[config.mk]
export PLATFORM = sky130hd
export DESIGN_NAME = sht40_target
export DESIGN_NICKNAME = d
export VERILOG_FILES = /design/src/rtl/sht40_pkg.sv /design/src/rtl/sht_crc8.sv /design/src/rtl/sht40_target.sv
export SDC_FILE = /design/constraint.sdc
export NUM_CORES = 1
export LEC_CHECK = 0
export ABC_AREA = 1
export CORE_MARGIN = 2
export CORE_UTILIZATION = 42
export CTS_CLUSTER_DIAMETER = 30
export DETAILED_ROUTE_END_ITERATION = 10
export PLACE_DENSITY_LB_ADDON = 0.15
export SLEW_MARGIN = 40
export SYNTH_ARGS = -nofsm -noshare
export SYNTH_HDL_FRONTEND = slang
export SYNTH_SLANG_ARGS = --single-unit
[constraint.sdc]
create_clock -name clk -period 2.6 [get_ports clk]
set_input_delay 0.52 -clock clk [delete_from_list [all_inputs] [get_ports clk]]
set_output_delay 0.52 -clock clk [all_outputs]
set_load 0.01 [all_outputs]
[src/rtl/sht40_pkg.sv]
// Shared types and constants for the SHT40 I2C target emulation.
package sht40_pkg;

   localparam logic [6:0] DEF_TARGET_ADDR = 7'h44;
   localparam logic [7:0] DEF_CMD_MEASURE = 8'hFD;
   localparam logic [7:0] CRC_POLY        = 8'h31;
   localparam logic [7:0] CRC_INIT        = 8'hFF;
   localparam int         FRAME_BYTES     = 6;

   typedef enum logic [3:0] {
      IDLE     = 4'd0,
      ADDR     = 4'd1,
      ADDR_ACK = 4'd2,
      CMD      = 4'd3,
      CMD_ACK  = 4'd4,
      TX       = 4'd5,
      TX_ACK   = 4'd6,
      IGNORE   = 4'd7
   } state_t;

   typedef struct packed {
      logic [15:0] temp;
      logic [7:0]  temp_crc;
      logic [15:0] hum;
      logic [7:0]  hum_crc;
   } frame_t;

   function automatic logic [7:0] frame_byte(input frame_t f, input logic [2:0] i);
      case (i)
         3'd0:    return f.temp[15:8];
         3'd1:    return f.temp[7:0];
         3'd2:    return f.temp_crc;
         3'd3:    return f.hum[15:8];
         3'd4:    return f.hum[7:0];
         default: return f.hum_crc;
      endcase
   endfunction

endpackage

[src/rtl/sht_crc8.sv]
// Sensirion CRC-8 over one 16-bit word: poly 0x31, init 0xFF, MSB-first, no final XOR.
module sht_crc8
   import sht40_pkg::*;
(
   input  logic [15:0] data,
   output logic [7:0]  crc
);

   always_comb begin
      logic [7:0] c;
      logic       fb;
      c  = CRC_INIT;
      fb = 1'b0;
      for (int i = 15; i >= 0; i--) begin
         fb = c[7] ^ data[i];
         c  = {c[6:0], 1'b0} ^ (fb ? CRC_POLY : 8'h00);
      end
      crc = c;
   end

endmodule

[src/rtl/sht40_target.sv]
// I2C target emulating an SHT40: accepts the measure command, then serves a
// 6-byte {temp, crc, hum, crc} frame on reads once the measurement delay expires.
module sht40_target
   import sht40_pkg::*;
#(
   parameter logic [6:0]  TARGET_ADDR = DEF_TARGET_ADDR,
   parameter logic [7:0]  CMD_MEASURE = DEF_CMD_MEASURE,
   parameter int unsigned MEAS_CYCLES = 1000
) (
   input  logic        clk,
   input  logic        rst_n,
   input  logic        scl_in,
   input  logic        sda_in,
   output logic        sda_oe,
   input  logic [15:0] temp_word,
   input  logic [15:0] hum_word,
   output logic        cmd_strobe,
   output logic        busy,
   output logic [3:0]  state_out
);

   localparam int CNT_W = (MEAS_CYCLES < 2) ? 1 : $clog2(MEAS_CYCLES + 1);

   logic scl_s1, scl_s2, scl_d;
   logic sda_s1, sda_s2, sda_d;

   // Sync flops reset high so an idle bus produces no spurious edges.
   always_ff @(posedge clk) begin
      if (!rst_n) begin
         {scl_s1, scl_s2, scl_d} <= 3'b111;
         {sda_s1, sda_s2, sda_d} <= 3'b111;
      end else begin
         {scl_s1, scl_s2, scl_d} <= {scl_in, scl_s1, scl_s2};
         {sda_s1, sda_s2, sda_d} <= {sda_in, sda_s1, sda_s2};
      end
   end

   logic scl_rise, scl_fall, start_c, stop_c;
   assign scl_rise = scl_s2 & ~scl_d;
   assign scl_fall = ~scl_s2 & scl_d;
   assign start_c  = scl_s2 & scl_d & sda_d & ~sda_s2;
   assign stop_c   = scl_s2 & scl_d & ~sda_d & sda_s2;

   logic [7:0] temp_crc, hum_crc;
   sht_crc8 u_crc_temp (.data(temp_word), .crc(temp_crc));
   sht_crc8 u_crc_hum  (.data(hum_word),  .crc(hum_crc));

   state_t     state;
   logic [3:0] bit_cnt;
   logic [7:0] shift;
   logic [2:0] idx;
   logic [7:0] tx_byte;
   frame_t     frame;
   logic       data_valid;
   logic [CNT_W-1:0] busy_cnt;
   logic       addr_ok;

   assign busy      = (busy_cnt != '0);
   assign state_out = state;
   // Reads are only accepted once a frame exists and the measurement delay is over.
   assign addr_ok   = (shift[7:1] == TARGET_ADDR) && (!shift[0] || (data_valid && !busy));

   always_ff @(posedge clk) begin
      if (!rst_n)
         busy_cnt <= '0;
      else if (cmd_strobe)
         busy_cnt <= CNT_W'(MEAS_CYCLES);
      else if (busy_cnt != '0)
         busy_cnt <= busy_cnt - 1'b1;
   end

   always_ff @(posedge clk) begin
      if (!rst_n) begin
         state      <= IDLE;
         sda_oe     <= 1'b0;
         cmd_strobe <= 1'b0;
         bit_cnt    <= '0;
         shift      <= '0;
         idx        <= '0;
         tx_byte    <= '0;
         frame      <= '0;
         data_valid <= 1'b0;
      end else begin
         cmd_strobe <= 1'b0;
         if (start_c) begin
            state   <= ADDR;
            bit_cnt <= '0;
            idx     <= '0;
            sda_oe  <= 1'b0;
         end else if (stop_c) begin
            state  <= IDLE;
            sda_oe <= 1'b0;
         end else begin
            case (state)
               ADDR, CMD: begin
                  if (scl_rise) begin
                     shift   <= {shift[6:0], sda_s2};
                     bit_cnt <= bit_cnt + 4'd1;
                  end else if (scl_fall && bit_cnt == 4'd8) begin
                     if (state == ADDR) begin
                        if (addr_ok) begin
                           sda_oe <= 1'b1;
                           state  <= ADDR_ACK;
                        end else begin
                           state <= IGNORE;
                        end
                     end else if (shift == CMD_MEASURE) begin
                        sda_oe     <= 1'b1;
                        frame      <= {temp_word, temp_crc, hum_word, hum_crc};
                        data_valid <= 1'b1;
                        cmd_strobe <= 1'b1;
                        state      <= CMD_ACK;
                     end else begin
                        state <= IGNORE;
                     end
                  end
               end
               ADDR_ACK: begin
                  if (scl_fall) begin
                     bit_cnt <= '0;
                     if (shift[0]) begin
                        // Falling edge ending the ACK also presents the first data bit.
                        state   <= TX;
                        idx     <= '0;
                        tx_byte <= frame_byte(frame, 3'd0);
                        sda_oe  <= ~frame.temp[15];
                     end else begin
                        state  <= CMD;
                        sda_oe <= 1'b0;
                     end
                  end
               end
               CMD_ACK: begin
                  if (scl_fall) begin
                     sda_oe <= 1'b0;
                     state  <= IGNORE;
                  end
               end
               TX: begin
                  if (scl_rise) begin
                     bit_cnt <= bit_cnt + 4'd1;
                  end else if (scl_fall) begin
                     if (bit_cnt == 4'd8) begin
                        sda_oe <= 1'b0;
                        state  <= TX_ACK;
                     end else begin
                        sda_oe <= ~tx_byte[3'd7 - bit_cnt[2:0]];
                     end
                  end
               end
               TX_ACK: begin
                  if (scl_rise) begin
                     if (!sda_s2) begin
                        bit_cnt <= '0;
                        state   <= TX;
                        if (idx < 3'(FRAME_BYTES - 1)) begin
                           idx     <= idx + 3'd1;
                           tx_byte <= frame_byte(frame, idx + 3'd1);
                        end else begin
                           tx_byte <= 8'hFF;
                        end
                     end else begin
                        state <= IGNORE;
                     end
                  end
               end
               IDLE, IGNORE: ;
               default: state <= IDLE;
            endcase
         end
      end
   end

endmodule

Yosys cells after proc, flatten, opt, wreduce, memory -nomap -nowiden
Index checks and enable logic that the tools add are counted.
{"block": "word_totals", "reg_bits": 94, "latch_bits": 0, "mem_bits_rw": 0, "rom_bits": 0, "mem_count": 0}
{"block": "classes", "add_sub_neg": 4, "n_mul": 0, "div": 0, "n_lt_le_gt_ge": 2, "eq_ne": 37, "n_shift": 0, "muxes": 83, "bitwise": 83, "reduce_logical": 28}
{"operator": "bitwise XOR 8 bit", "count": 30}
{"operator": "two-way mux 6 bit", "count": 32}
{"operator": "two-way mux 4 bit", "count": 13}
{"operator": "two-way mux 8 bit", "count": 5}
{"operator": "one-hot mux 8 bit (5 select lines)", "count": 1}
{"operator": "!= test 4 bit, second input constant", "count": 8}
{"operator": "bitwise XOR 1 bit", "count": 30}
{"operator": "AND reduction 9 bit", "count": 3}
{"operator": "one-hot mux 4 bit (6 select lines)", "count": 1}
{"operator": "!= test 2 bit, second input constant", "count": 11}
{"operator": "two-way mux 3 bit", "count": 7}
{"operator": "AND reduction 7 bit", "count": 3}
{"operator": "two-way mux 10 bit", "count": 2}
{"operator": "equality test 4 x 3 -> 1 bit, second input constant", "count": 4}
{"operator": "one-hot mux 8 bit (2 select lines)", "count": 1}
{"operator": "two-way mux 1 bit", "count": 15}
{"operator": "inverter 1 bit", "count": 14}
{"operator": "inverter 7 bit", "count": 2}
{"operator": "one-hot mux 4 bit (3 select lines)", "count": 1}
{"operator": "nonzero test 10 bit", "count": 1}
{"operator": "subtractor 10 x 1 -> 10 bit, second input constant", "count": 1}
{"operator": "!= test 3 bit, second input constant", "count": 3}
{"operator": "equality test 4 x 2 -> 1 bit, second input constant", "count": 2}
{"operator": "equality test 8 bit, second input constant", "count": 1}
{"operator": "30 further kinds", "count": 46}

Longest topological paths before layout
Gate-level depths: netlist of run 1.
{"block": "logic_depth", "word_depth": 47, "ltp_mapped": 20, "ltp_nobuf": 20}

Hierarchy
Synthesis of run 1 repeated with hierarchy kept, for this count alone.
{"block": "unflattened", "hier_cells": 960, "area_unflattened_um2": 6286.0}
{"mod": "sht40_target", "n_inst": 1, "cells_each": 676, "area_per_inst_um2": 4724.5}
{"mod": "sht_crc8", "n_inst": 2, "cells_each": 142, "area_per_inst_um2": 780.7}

Worst setup path before layout of run 1
Ideal clock, no wire load.
{"block": "synth_timing", "path_type": "input to register", "startpoint": "input port hum_word[14]", "endpoint": "register frame[5] (netlist bit)", "arrival_time_ns": 1.791, "slack_ns": 0.701, "cell_stages": 18, "path_buffers": 0, "path_cell_list": "inv_2 -> nand2_1 -> nand2_1 -> nand2_1 -> nand2_1 -> nand2_1 -> nand2_1 -> nand3_1 -> nand2_1 -> inv_1 -> nand2_1 -> nand3_1 -> nand3_1 -> nand2_1 -> nand2_1 -> nand3_1 -> nand2_1 -> inv_1"}
{"block": "synth_via", "elab_chain_cells": 25, "elab_cells_between_ends": 37, "classes_between": "mux: 11; bitwise: 26"}
{"item": "start, declared", "line_no": "sht40_target.sv:16", "rtl": "input logic [15:0] hum_word,"}
{"item": "bitwise XOR 1 bit *", "line_no": "sht_crc8.sv:15", "rtl": "fb = c[7] ^ data[i];"}
{"item": "two-way mux 6 bit *", "line_no": "sht_crc8.sv:16", "rtl": "c = {c[6:0], 1'b0} ^ (fb ? CRC_POLY : 8'h00);"}
{"item": "bitwise XOR 8 bit * (3 in series)", "line_no": "sht_crc8.sv:16"}
{"item": "bitwise XOR 1 bit or bitwise XOR 8 bit (tied branches)", "line_no": "sht_crc8.sv:15, sht_crc8.sv:16"}
{"item": "two-way mux 6 bit or bitwise XOR 1 bit (tied branches)", "line_no": "sht_crc8.sv:16, sht_crc8.sv:15"}
{"item": "bitwise XOR 8 bit * (3 in series)", "line_no": "sht_crc8.sv:16"}
{"item": "bitwise XOR 1 bit or bitwise XOR 8 bit (tied branches)", "line_no": "sht_crc8.sv:15, sht_crc8.sv:16"}
{"item": "two-way mux 6 bit, or another cell as far along", "line_no": "sht_crc8.sv:16"}
{"item": "bitwise XOR 8 bit * (3 in series)", "line_no": "sht_crc8.sv:16"}
{"item": "bitwise XOR 1 bit or bitwise XOR 8 bit (tied branches)", "line_no": "sht_crc8.sv:15, sht_crc8.sv:16"}
{"item": "two-way mux 6 bit, or another cell as far along", "line_no": "sht_crc8.sv:16"}
{"item": "bitwise XOR 8 bit * (4 in series)", "line_no": "sht_crc8.sv:16"}
{"item": "bitwise XOR 1 bit or bitwise XOR 8 bit (tied branches)", "line_no": "sht_crc8.sv:15, sht_crc8.sv:16"}
{"item": "two-way mux 6 bit or bitwise XOR 1 bit (tied branches)", "line_no": "sht_crc8.sv:16, sht_crc8.sv:15"}
{"item": "bitwise XOR 8 bit * (2 in series)", "line_no": "sht_crc8.sv:16"}
{"item": "end signal, assigned", "line_no": "sht40_target.sv:109", "rtl": "frame <= {temp_word, temp_crc, hum_word, hum_crc};"}
{"item": "end, declared", "line_no": "sht40_target.sv:53", "rtl": "frame_t frame;"}
Every way passes the cells marked *; elsewhere a longest branch is shown, timed or not.
A chain may end at the register's enable or synchronous reset.

Worst setup path after layout of run 1
{"block": "layout_timing", "startpoint": "register busy_cnt[4]", "endpoint": "output port busy"}
{"block": "layout_via", "elab_chain_cells": 1}
{"item": "start, declared", "line_no": "sht40_target.sv:55", "rtl": "logic [CNT_W-1:0] busy_cnt;"}
{"item": "start signal, assigned", "line_no": "sht40_target.sv:67", "rtl": "busy_cnt <= CNT_W'(MEAS_CYCLES);"}
{"item": "start signal, assigned", "line_no": "sht40_target.sv:69", "rtl": "busy_cnt <= busy_cnt - 1'b1;"}
{"item": "nonzero test 10 bit", "line_no": "sht40_target.sv:58", "rtl": "assign busy = (busy_cnt != '0);"}
{"item": "end, declared", "line_no": "sht40_target.sv:18", "rtl": "output logic busy,"}
No other way between the ends.

==> summary.md, run 1 <==
| Metric | Value |
|---|---|
| Slowest-stage cell, CP | clkdlybuf4s50_1 |
| Root buffer cell | clkbuf_16 |
| Yosys top cell area share | 0.327 |
| Core Area | 13200 µm² |
| Worst-path clk slew | 0.07 ns |
| Final hold vios | 0 |
| Clock buffer depth | 2 |
| Max-cap violations | 0 |
| IO buf count | 41 |
| Synthesized area | 5690 µm² |
| Post-synth top flop | dfxtp_1 |
| Pre-CTS setup slack | -0.0673 ns |
| Cts-stage hold buffer count | 0 |
| Most common cell in the synthesized netlist | nand2_1 |
| RSZ-0062 raised after global routing | false |
| CTS H-tree depth | 3 |
| Synth Area per Inst | 6.59 µm² |
| Post-route ant nets | 0 |
| First-pass GRT wire length | 24.9 mm |
| Via Count | 5647 |
| Period utilization | 0.908 |
| Die ar. | 14500 µm² |
| Final wirelength | 14.7 mm |
| Main area contributors after synthesis | dfxtp_1, nand2_1, nand3_1 |
| Cell leakage power | 3.10 nW |
| Kind of critical path | reg -> out |
| Initial Util | 0.430 |
| Post-CTS setup buffers | 0 |
| DRT iter0 DRCs | 361 |
| Run status | finished, final reports clean |
| FMAX | 0.424 GHz |
| TritonCTS sink count | 93 |
| Die Wd | 120 µm |
| WP data required | 2.08 ns |
| Critical path launch point type | flip-flop |
| DRC | 0 |
| Leading area contributor after synthesis | dfxtp_1 |
| Period minus WS final | 2.36 ns |
| Vias in the first global route | 5181 |
| Final Skew | 0.0102 ns |
| Share of cells above drive strength 1 | 0.126 |
| Final RePlAce weighted congestion | 0.893 |
| Mapped Nets | 909 |
| Clk_lat worst skew | 0.35 ns |
| Final net count | 975 |
| Slew Limit Fails | 0 |
| Avg WL per Cell | 13.2 µm |
| Core Util, Final | 0.515 |
| Synth warnings | 0 |
| Gr ovfl total | 0 |
| CTS Buf Count | 9 |
| Hold Crit Class | reg -> reg |
| # resized after CTS | 0 |
| Crit path cell chain | nor4_4 -> nand4_1 -> clkdlybuf4s50_1 |
| CTS tree | yes |
| Setup violators final | 0 |
| Crit path setup slack, layout | 0.239 ns |
| Post-detail-place hpwl | 11.3 mm |
| Overall Global Routing Usage | 0.213 |
| Synth cell types | 49 |
| Cell Pwr Density | 663 nW/µm² |
| Synthesized flop and latch total | 93 |
| Area Overhead vs Synth | 19.7% |
| Largest net degree at the start of global routing | 56 |
| Worst vdd ir | 0.000524 V |
| Register area share after synthesis | 0.327 |
| Post-synth EDFFs | 0 |
| Die height | 120 µm |
| Crit path DAT | 1.84 ns |
| Most frequent cells after synthesis | nand2_1, inv_1, dfxtp_1, nand3_1, o21ai_0 |
| Number of I/O pins | 43 |
| Fillers | 1417 |
| Crit end category | output port |
| Ant. Diodes | 0 |
| FFs w/ async S/R, synth | 0 |
| Row cnt | 42 |
| Cell count after synthesis | 864 |
| Worst path max stage delay | 0.52 ns |
| Post-DR vias/cell | 5.09 |
| Initial antenna violation count | 0 |
| Critical Path Fanout Max | 5 |
| Pre-antenna DRT Iters | 5 |
-- where the power goes --
group | internal (mW) | total [mW] | switching, mW
clock network | 0.773 | 1.34 | 0.562
logic | 0.637 | 1.52 | 0.887
registers | 1.54 | 1.66 | 0.122
total | 2.95 | 4.52 | 1.57
-- cell usage in the layout (no fill, tap or decap), types with 2 or more instances in the layout --
master,count
a221oi_1,4
dfxtp_1,93
xor2_2,2
nand2_2,25
xnor2_1,6
or2_2,6
or2_1,3
a22oi_1,2
o21ai_0,73
a21oi_1,60
nor2_1,47
clkbuf_16,9
o21ai_1,3
o211ai_1,10
nand4_1,10
ha_1,9
nand3_1,86
nor3_1,5
nor2_2,4
buf_4,36
inv_1,113
nand2_4,4
nor4_1,4
nor3_2,2
clkdlybuf4s50_1,41
nand2_1,200
inv_2,10
nor4_4,2
clkinv_1,2
a211oi_1,6
a31oi_1,14
inv_6,2
a21oi_2,2
nand3_2,7
xor2_1,13
-- worst paths after layout --
path | end | cells after the start | slack, ns | start
max | busy | 3 | 0.24 | busy_cnt[4]
min | sda_s2 | 1 | 0.43 | sda_s1
max reg2reg | frame[28] | 12 | 0.34 | bit_cnt[0]
min reg2reg | sda_s2 | 1 | 0.43 | sda_s1
-- worst max-delay path: cells and delay by family (launching register included) --
family | cells | cell delay (ns)
buffers and inverters | 1 | 0.52
and+or+nand+nor | 2 | 0.60
DFF | 1 | 0.37
-- registers in the layout, summed over array words and instances, names as in the netlist, 3 cells and up --
name       cells
frame         48
shift          8
bit_cnt        4
state_out      3
busy_cnt      10
idx            3
tx_byte        8
-- kinds of logic (layout without fill, tap and decap cells) --
family / after synthesis / in the layout / share of synthesized area
adder cells (fa/ha/maj): 9 / 9 / 0.0198
other: 1 / 1 / 0.000659
AO/OA/AOI/OAI: 182 / 182 / 0.180
AND/OR/NAND/NOR: 410 / 410 / 0.338
XOR/XNOR: 21 / 21 / 0.0350
flip-flops: 93 / 93 / 0.327
buffers and inverters: 148 / 218 / 0.0994
-- area by class of cell --
class	instances	area (µm²)	share of cell area
multi-input cells	623	3260	0.479
flip-flops and latches	93	1860	0.273
repair buffers	78	701	0.103
inverters	125	469	0.0689
clock buffers	11	243	0.0356
well taps	176	220	0.0323
clock inverters	4	55.1	0.00808
-- layer usage --
metal / part of all wire / vias up / wire, µm / global-route usage
li1: - / 2974 / - / -
met1: 0.48 / 2519 / 7110 / 0.291
met2: 0.45 / 131 / 6670 / 0.341
met3: 0.040 / 23 / 590 / 0.0387
met4: 0.022 / 0 / 323 / 0.0690
met5: 0 / - / 0 / 0
-- stage by stage --
stage,cell area [µm²],power [mW],hold WS [ns],setup TNS [ns],instances
after global placement,6520,3.21,0.412,-0.115,1095
after global routing,6810,4.87,0.457,0,1110
after CTS,6810,4.55,0.437,0,1110
after floorplan,5690,2.75,0.393,0,864
final,6810,4.52,0.433,0,1110
after detailed placement,6520,3.22,0.412,-0.191,1095
Power figures use the tool's default switching activity.
==> run 2, diff against run 1 <==
Settings changed: GPL_ROUTABILITY_DRIVEN set to 0.
==> results of run 2 <==
Final layout, timing and power as in run 1 (identical DEF).
